`src/rtl/code_serializer.sv`:
```
// Shifts an accepted parallel code out MSB-first on `a`, then holds IDLE_LEVEL for a guard gap.
// First bit one cycle after accept; code_ready low for CODE_WIDTH+GUARD_CYCLES cycles, valid ignored meanwhile.
module code_serializer #(
   parameter int   CODE_WIDTH   = 5,
   parameter int   GUARD_CYCLES = 2,
   parameter logic IDLE_LEVEL   = 1'b1,
   parameter int   CNT_WIDTH    = 8
) (
   input  logic                  Clock,
   input  logic                  Reset,
   input  logic [CODE_WIDTH-1:0] code_in,
   input  logic                  code_valid,
   output logic                  code_ready,
   output logic                  a,
   output logic                  busy,
   output logic                  frame_done,
   output logic [CNT_WIDTH-1:0]  frame_count
);

   localparam int BW = $clog2(CODE_WIDTH + 1);
   localparam int GW = (GUARD_CYCLES > 0) ? $clog2(GUARD_CYCLES + 1) : 1;

   typedef enum logic [1:0] {IDLE, SHIFT, GUARD} state_t;

   state_t                state;
   logic [CODE_WIDTH-1:0] shreg;
   logic [BW-1:0]         bit_cnt;
   logic [GW-1:0]         guard_cnt;

   always_ff @(posedge Clock or posedge Reset) begin
      if (Reset) begin
         state       <= IDLE;
         a           <= IDLE_LEVEL;
         code_ready  <= 1'b1;
         busy        <= 1'b0;
         frame_done  <= 1'b0;
         frame_count <= '0;
         shreg       <= '0;
         bit_cnt     <= '0;
         guard_cnt   <= '0;
      end else begin
         frame_done <= 1'b0;
         case (state)
            IDLE: begin
               if (code_valid && code_ready) begin
                  // MSB goes straight to `a`; the register holds the remaining bits.
                  state      <= SHIFT;
                  a          <= code_in[CODE_WIDTH-1];
                  shreg      <= code_in << 1;
                  bit_cnt    <= BW'(1);
                  code_ready <= 1'b0;
                  busy       <= 1'b1;
               end
            end
            SHIFT: begin
               if (bit_cnt == BW'(CODE_WIDTH)) begin
                  bit_cnt <= '0;
                  a       <= IDLE_LEVEL;
                  if (GUARD_CYCLES > 0) begin
                     state     <= GUARD;
                     guard_cnt <= GW'(1);
                  end else begin
                     state       <= IDLE;
                     code_ready  <= 1'b1;
                     busy        <= 1'b0;
                     frame_done  <= 1'b1;
                     frame_count <= frame_count + CNT_WIDTH'(1);
                  end
               end else begin
                  a       <= shreg[CODE_WIDTH-1];
                  shreg   <= shreg << 1;
                  bit_cnt <= bit_cnt + BW'(1);
               end
            end
            GUARD: begin
               if (guard_cnt == GW'(GUARD_CYCLES)) begin
                  state       <= IDLE;
                  guard_cnt   <= '0;
                  code_ready  <= 1'b1;
                  busy        <= 1'b0;
                  frame_done  <= 1'b1;
                  frame_count <= frame_count + CNT_WIDTH'(1);
               end else begin
                  guard_cnt <= guard_cnt + GW'(1);
               end
            end
            default: begin
               state      <= IDLE;
               a          <= IDLE_LEVEL;
               code_ready <= 1'b1;
               busy       <= 1'b0;
            end
         endcase
      end
   end

endmodule

```
`config.mk`:
```
export PLATFORM = sky130hd
export DESIGN_NAME = code_serializer
export DESIGN_NICKNAME = d
export VERILOG_FILES = /design/src/rtl/code_serializer.sv
export SDC_FILE = /design/constraint.sdc
export NUM_CORES = 1
export LEC_CHECK = 0
export CORE_AREA = 2 2 41 58
export DETAILED_ROUTE_END_ITERATION = 6
export DIE_AREA = 0 0 43 60
export PLACE_DENSITY_LB_ADDON = 0.2
export SYNTH_ARGS = -nofsm -noshare
export SYNTH_HDL_FRONTEND = slang
export SYNTH_SLANG_ARGS = --single-unit
export TNS_END_PERCENT = 5
```
`constraint.sdc`:
```
create_clock -name Clock -period 2.6 [get_ports Clock]
set_input_delay 0.52 -clock Clock [delete_from_list [all_inputs] [get_ports Clock]]
set_output_delay 0.52 -clock Clock [all_outputs]
set_load 0.05 [all_outputs]
```
== Word level (Yosys, flattened, before mapping) ==
Index checks and enable logic that the tools add are counted.
W data, S select, Z words.
Word-level totals
  flip-flop bits (word level): 24
  input bits: 8
  output and inout bits: 12
  word-level logic and storage cells: 57
Cells by class
  $add $sub $neg: 3
  equal/unequal tests: 8
  muxes and demuxes: 24
  bitwise logic cells: 2
  reductions and logical operators: 11
Operators by type and width (number)
  $mux W2: 5
  $mux W5: 2
  $pmux W5 S2: 1
  $pmux W1 S3: 3
  $reduce_and A3 Y1: 3
  $add A8 B1 Y8 const B: 1
  $mux W1: 8
  $ne A2 B2 Y1 const B: 4
  $reduce_and A2 Y1: 4
  $mux W3: 2
  $pmux W2 S3: 1
  $pmux W3 S2: 1
  $eq A2 B2 Y1 const B: 2
  $pmux W2 S2: 1
  $reduce_bool A2 Y1: 2
  $add A3 B1 Y3 const B: 1
  $eq A3 B3 Y1 const B: 1
  $add A2 B1 Y2 const B: 1
  $eq A2 B1 Y1 const B: 1
  $logic_not A2 Y1: 1
  $not A1 Y1: 2
  $logic_and A1 B1 Y1: 1

== Depth between registers and ports, before layout ==
  depth in word-level cells: 3
  mapped depth: 5

== Least setup slack after synthesis ==
No wires, ideal clock.
  kind: register -> register
  start: register frame_count[2]
  end: register frame_count[7]
  setup time: 0.082 ns
  arrival time: 1.354 ns
  path slack: 1.164 ns
  stages on the path, launching flop included: 4
  path buffers: 0
  period minus slack after synthesis: 1.436 ns
  cells stage by stage: dfrtp_1 > nand3_1 > nor4_4 > xor2_1
Between the ends
  longest elaborated chain between the ends: 1
RTL lines
  from (decl): RTL line 17  | output logic [CNT_WIDTH-1:0] frame_count
  from (signal assigned): RTL line 67  | frame_count <= frame_count + CNT_WIDTH'(1);
  from (signal assigned): RTL line 82  | frame_count <= frame_count + CNT_WIDTH'(1);
  $add A8 B1 Y8: RTL line 82
Every way passes these cells.
A chain may end at the register's enable or synchronous reset.

== Worst setup path in the final report ==
  start: register code_ready
  end: output code_ready
RTL lines
  from (decl): RTL line 13  | output logic code_ready,
  from (signal assigned): RTL line 34  | code_ready <= 1'b1;
  from (signal assigned): RTL line 51  | code_ready <= 1'b0;
  from (signal assigned): RTL line 64  | code_ready <= 1'b1;
No word-level cell between the ends.

==> impl_results.html <==
<table>
<tr><th>Metric</th><th>Value</th></tr>
<tr><th colspan="2">Outcome</th></tr>
<tr><td>Run status</td><td>finished, final reports clean</td></tr>
<tr><th colspan="2">Yosys</th></tr>
<tr><td>Fraction of post-synthesis cell area in the top cell type by area</td><td>just under 50%</td></tr>
<tr><td>Prevailing post-synth register cell</td><td>sky130_fd_sc_hd__dfrtp_1</td></tr>
<tr><td>Largest cells by area after synthesis</td><td>sky130_fd_sc_hd__dfrtp_1 (49%), sky130_fd_sc_hd__dfstp_2 (4.9%), sky130_fd_sc_hd__o32ai_1 (3.3%), sky130_fd_sc_hd__xnor2_1 (3.3%), sky130_fd_sc_hd__xor2_1 (3.3%)</td></tr>
<tr><td>Cell accounting for the most synthesized area</td><td>sky130_fd_sc_hd__dfrtp_1</td></tr>
<tr><td>Area fraction in compound gates after synthesis</td><td>12.3%</td></tr>
<tr><td>Fraction of registers with async set/reset</td><td>100%</td></tr>
<tr><td>Mean instance size in the synthesized netlist</td><td>approximately 11 um^2</td></tr>
<tr><td>Synthesized net count</td><td>108</td></tr>
<tr><td>Share of cell area taken by muxes after synthesis</td><td>0%</td></tr>
<tr><td>Synthesis warning total</td><td>0</td></tr>
<tr><td>Number of library cell types mapped by synthesis</td><td>32</td></tr>
<tr><td>XOR/XNOR share of the synthesized area</td><td>between 6 and 7%</td></tr>
<tr><td>Register area share after synthesis</td><td>a little over half</td></tr>
<tr><td>Synthesized-area fraction occupied by and/or/nand/nor cells</td><td>22.4%</td></tr>
<tr><td>Adder-cell share of the synthesized area</td><td>under 10%</td></tr>
<tr><td>Synthesized flop and latch total</td><td>23</td></tr>
<tr><td>Gate Count Post-Synth</td><td>99</td></tr>
<tr><td>Synthesized area</td><td>between 1000 and 1500 um^2</td></tr>
<tr><td>Count of flip-flops with a built-in enable after synthesis</td><td>0</td></tr>
<tr><td>Dominant combinational cell family by area after synthesis</td><td>simple AND/OR/NAND/NOR gates</td></tr>
<tr><th colspan="2">Power</th></tr>
<tr><td>Leakage power</td><td>~0.58 nW</td></tr>
<tr><td>Power, Total</td><td>1.15 mW</td></tr>
<tr><td>Worst VDD drop</td><td>between 600 and 700 uV</td></tr>
<tr><td>Power Density</td><td>approximately 900 nW/um^2</td></tr>
<tr><th colspan="2">Clocking</th></tr>
<tr><td>Deepest clock path buffer count</td><td>2</td></tr>
<tr><td>Number of instances resized during post-cts repair</td><td>0</td></tr>
<tr><td>Number of buffers inserted during clock tree synthesis</td><td>3</td></tr>
<tr><td>H-tree Lvls</td><td>1</td></tr>
<tr><td>Clk Latency, worst-skew pair</td><td>around 0.32 ns</td></tr>
<tr><td>Master cell of the clock root buffer</td><td>sky130_fd_sc_hd__clkbuf_4</td></tr>
<tr><td>Post-CTS setup buffers</td><td>0</td></tr>
<tr><td>Number of clock sinks</td><td>23</td></tr>
<tr><td>Hold_buf cts</td><td>0</td></tr>
<tr><td>CTS clk-pin slew, worst paths</td><td>~0.11 ns</td></tr>
<tr><td>CTS tree</td><td>done</td></tr>
<tr><th colspan="2">Layout</th></tr>
<tr><td>Layout net count</td><td>around 130</td></tr>
<tr><td>Fillers</td><td>180</td></tr>
<tr><td>Synthesis-to-layout area growth</td><td>21.7%</td></tr>
<tr><td>Final Instance Area</td><td>~1300 um^2</td></tr>
<tr><td>Finished Core Util</td><td>62.0%</td></tr>
<tr><td>FF/Latch Area</td><td>around 580 um^2</td></tr>
<tr><td>ANT cells</td><td>0</td></tr>
<tr><td>Share of cells above drive strength 1</td><td>between 9 and 10%</td></tr>
<tr><td>Multi-input logic area</td><td>approximately 450 um^2</td></tr>
<tr><td>Cell Count, Final, Fillers Out</td><td>about 140</td></tr>
<tr><th colspan="2">Timing</th></tr>
<tr><td>Worst clock skew</td><td>0.00940 ns</td></tr>
<tr><td>Final setup viols</td><td>0</td></tr>
<tr><td>Number of max-slew violations in the final report</td><td>0</td></tr>
<tr><td>Actual slew at the worst max-slew pin</td><td>0.500 ns</td></tr>
<tr><td>Number of hold-slack violations in the final timing report</td><td>0</td></tr>
<tr><td>Worst hold slack</td><td>around 0.47 ns</td></tr>
<tr><td>Final clock period utilization by the worst path</td><td>86.1%</td></tr>
<tr><td>Sum of negative setup slack</td><td>0 ns</td></tr>
<tr><td>Remaining max-slew budget at the tightest pin</td><td>between 60% and 70%</td></tr>
<tr><td>Post-route minimum period</td><td>roughly 2.2 ns</td></tr>
<tr><td>Setup repair after global routing missed its margin</td><td>false</td></tr>
<tr><td>F_max</td><td>about 450 MHz</td></tr>
<tr><td>Setup ws final</td><td>about 0.36 ns</td></tr>
<tr><th colspan="2">Route</th></tr>
<tr><td>Detailed-route vias per instance</td><td>roughly 5.7</td></tr>
<tr><td>WL per Instance</td><td>approximately 13 um</td></tr>
<tr><td>Via count</td><td>800</td></tr>
<tr><td>Highest signal layer in the routed design</td><td>met4</td></tr>
<tr><td>Number of DRC violations after detailed routing</td><td>0</td></tr>
<tr><td>Post-DRT Antenna Nets</td><td>0</td></tr>
<tr><td>Met2 routed wirelength</td><td>around 900 um</td></tr>
<tr><td>Routed length on met3</td><td>roughly 70 um</td></tr>
<tr><td>Met1 Wirelength</td><td>776 um</td></tr>
<tr><td>Number of design-rule violations left by the first detailed-router iteration</td><td>27</td></tr>
<tr><td>Final Routed Wirelength</td><td>around 1.8 mm</td></tr>
<tr><td>Detailed Routing Iterations Pass 1</td><td>2</td></tr>
<tr><th colspan="2">Worst setup path</th></tr>
<tr><td>Max FO, Critical Path</td><td>7</td></tr>
<tr><td>Startpoint Class</td><td>flop</td></tr>
<tr><td>Data required, critical path</td><td>2.08 ns</td></tr>
<tr><td>Cell chain of the critical path</td><td>clkdlybuf4s50_1</td></tr>
<tr><td>Combined buffer and inverter count along the critical path</td><td>1</td></tr>
<tr><td>Category of the most critical setup path</td><td>flop to output pin</td></tr>
<tr><td>Critical-path cell with the highest stage delay</td><td>sky130_fd_sc_hd__clkdlybuf4s50_1</td></tr>
<tr><td>Crit path max-delay family</td><td>buffers and inverters</td></tr>
<tr><td>Endpoint kind of the worst setup timing path</td><td>output pin</td></tr>
<tr><td>Critical path arrival</td><td>about 1.7 ns</td></tr>
<tr><td>Stage delay of the slowest cell on the critical path</td><td>between 0.8 and 0.9 ns</td></tr>
<tr><th colspan="2">Floorplan</th></tr>
<tr><td>Die area</td><td>2580 um^2</td></tr>
<tr><td>Vertical die dimension</td><td>60 um</td></tr>
<tr><td>I/O Pins</td><td>20</td></tr>
<tr><td>Initial core utilization</td><td>51.0%</td></tr>
<tr><td>Total core area</td><td>2100 um^2</td></tr>
<tr><td>Std cell rows</td><td>20</td></tr>
<tr><td>Die Span X</td><td>around 43 um</td></tr>
<tr><th colspan="2">Placed design</th></tr>
<tr><td>Port Buffers</td><td>19</td></tr>
<tr><td>Placed inst area</td><td>~1300 um^2</td></tr>
<tr><td>DP HPWL</td><td>roughly 1.4 mm</td></tr>
<tr><td>Placed cell count</td><td>around 140</td></tr>
<tr><td>Final Wtd Congestion</td><td>approximately 0.81</td></tr>
<tr><td>Setup Slack @ Placement</td><td>0.716 ns</td></tr>
<tr><th colspan="2">Hold path</th></tr>
<tr><td>Class of the worst hold path</td><td>flop to flop</td></tr>
<tr><th colspan="2">Global route</th></tr>
<tr><td>Aggregate global routing overflow</td><td>0</td></tr>
<tr><td>Vias in the first global route</td><td>769</td></tr>
<tr><td>Largest net degree at the start of global routing</td><td>24</td></tr>
<tr><td>Global-route wire length before repair</td><td>~3.3 mm</td></tr>
<tr><td>Global routing usage summed across all routing layers</td><td>17.3%</td></tr>
<tr><td>Initial antenna violation count</td><td>0</td></tr>
<tr><th colspan="2">Job</th></tr>
<tr><td>Reported max-cap violation count</td><td>0</td></tr>
</table>
-- placed cells by master, fill, tap and decap left out --
cell | synthesis | layout
sky130_fd_sc_hd__and4bb_2 | 1 | 1
sky130_fd_sc_hd__dfstp_2 | 2 | 2
sky130_fd_sc_hd__inv_1 | 3 | 3
sky130_fd_sc_hd__nand2_1 | 9 | 9
sky130_fd_sc_hd__nor4_4 | 1 | 1
sky130_fd_sc_hd__o21ai_0 | 2 | 2
sky130_fd_sc_hd__nand3_1 | 4 | 4
sky130_fd_sc_hd__and4b_1 | 1 | 1
sky130_fd_sc_hd__o21ai_1 | 4 | 4
sky130_fd_sc_hd__inv_2 | 2 | 2
sky130_fd_sc_hd__or3_1 | 1 | 1
sky130_fd_sc_hd__buf_4 | 0 | 1
sky130_fd_sc_hd__nor2_1 | 6 | 6
sky130_fd_sc_hd__a21oi_1 | 3 | 3
sky130_fd_sc_hd__ha_1 | 1 | 1
sky130_fd_sc_hd__a32o_1 | 2 | 2
sky130_fd_sc_hd__a31o_1 | 1 | 1
sky130_fd_sc_hd__a21o_1 | 2 | 2
sky130_fd_sc_hd__xnor2_1 | 4 | 4
sky130_fd_sc_hd__and3b_1 | 1 | 1
sky130_fd_sc_hd__nor3_1 | 2 | 2
sky130_fd_sc_hd__a22oi_1 | 1 | 1
sky130_fd_sc_hd__clkbuf_4 | 0 | 3
sky130_fd_sc_hd__and3_1 | 1 | 1
sky130_fd_sc_hd__xor2_1 | 4 | 4
sky130_fd_sc_hd__nand3b_1 | 1 | 1
sky130_fd_sc_hd__nor4b_1 | 1 | 1
sky130_fd_sc_hd__nand4_1 | 1 | 1
sky130_fd_sc_hd__dfrtp_1 | 21 | 21
sky130_fd_sc_hd__clkinv_2 | 0 | 1
sky130_fd_sc_hd__nand4bb_1 | 2 | 2
sky130_fd_sc_hd__nor2b_1 | 3 | 3
sky130_fd_sc_hd__clkdlybuf4s50_1 | 0 | 19
sky130_fd_sc_hd__nand2b_1 | 4 | 4
sky130_fd_sc_hd__o32ai_1 | 4 | 4
-- synth_stat cells (3+ instances only) --
| library cell | count |
|---|---|
| sky130_fd_sc_hd__nand2b_1 | 4 |
| sky130_fd_sc_hd__buf_2 | 4 |
| sky130_fd_sc_hd__inv_1 | 3 |
| sky130_fd_sc_hd__nand3_1 | 4 |
| sky130_fd_sc_hd__nor2_1 | 6 |
| sky130_fd_sc_hd__xnor2_1 | 4 |
| sky130_fd_sc_hd__o21ai_1 | 4 |
| sky130_fd_sc_hd__o32ai_1 | 4 |
| sky130_fd_sc_hd__nand2_1 | 9 |
| sky130_fd_sc_hd__xor2_1 | 4 |
| sky130_fd_sc_hd__nor2b_1 | 3 |
| sky130_fd_sc_hd__dfrtp_1 | 21 |
| sky130_fd_sc_hd__a21oi_1 | 3 |
-- final timing paths --
check	to	from	cells past startpoint	slack (ns)
max	code_ready	code_ready$_DFFE_PP1P_	1	0.36
min	frame_count[7]$_DFFE_PP0P_	frame_count[7]$_DFFE_PP0P_	1	0.47
max reg2reg	frame_count[7]$_DFFE_PP0P_	state[0]$_DFFE_PP0P_	3	0.92
min reg2reg	frame_count[7]$_DFFE_PP0P_	frame_count[7]$_DFFE_PP0P_	1	0.47
max in group asynchronous	code_ready$_DFFE_PP1P_	Reset	3	1.78
min in group asynchronous	shreg[1]$_DFFE_PP0P_	Reset	3	0.53
-- final cells by class --
cell class / instances / share of cell area (%)
clock buffer: 3 / 1.73
clock inverter: 1 / 0.384
inverter: 5 / 1.44
multi-input combinational: 67 / 34.8
sequential: 23 / 44.3
tap: 22 / 2.11
timing repair buffer: 20 / 15.2
-- registers in the layout, indices dropped and copies added (netlist names) --
signal and flops:
bit_cnt 3, guard_cnt 2, state 2, code_ready 1
frame_done 1, busy 1, frame_count 8, shreg 4
a 1
-- kinds of logic (layout without fill, tap and decap cells) --
| group | after synthesis | in the layout |
|---|---|---|
| adder cells (fa/ha/maj) | 1 | 1 |
| AND/OR/NAND/NOR | 39 | 39 |
| buffers and inverters | 9 | 29 |
| AO/OA/AOI/OAI | 19 | 19 |
| flip-flops | 23 | 23 |
| XOR/XNOR | 8 | 8 |
-- layer usage --
| layer | GRT usage (%) | vias to the layer above |
|---|---|---|
| met5 | 0 | - |
| li1 | - | 388 |
| met2 | 28.4 | 17 |
| met4 | 12.6 | 0 |
| met1 | 20.5 | 390 |
| met3 | 2.42 | 5 |
-- power breakdown --
part | leakage (nW) | switching [mW] | total [mW] | internal [mW]
clock network | 0.0177 | 0.107 | 0.165 | 0.0577
logic | 0.270 | 0.225 | 0.407 | 0.181
registers | 0.290 | 0.105 | 0.575 | 0.470
(Power assumes the default switching activity.)
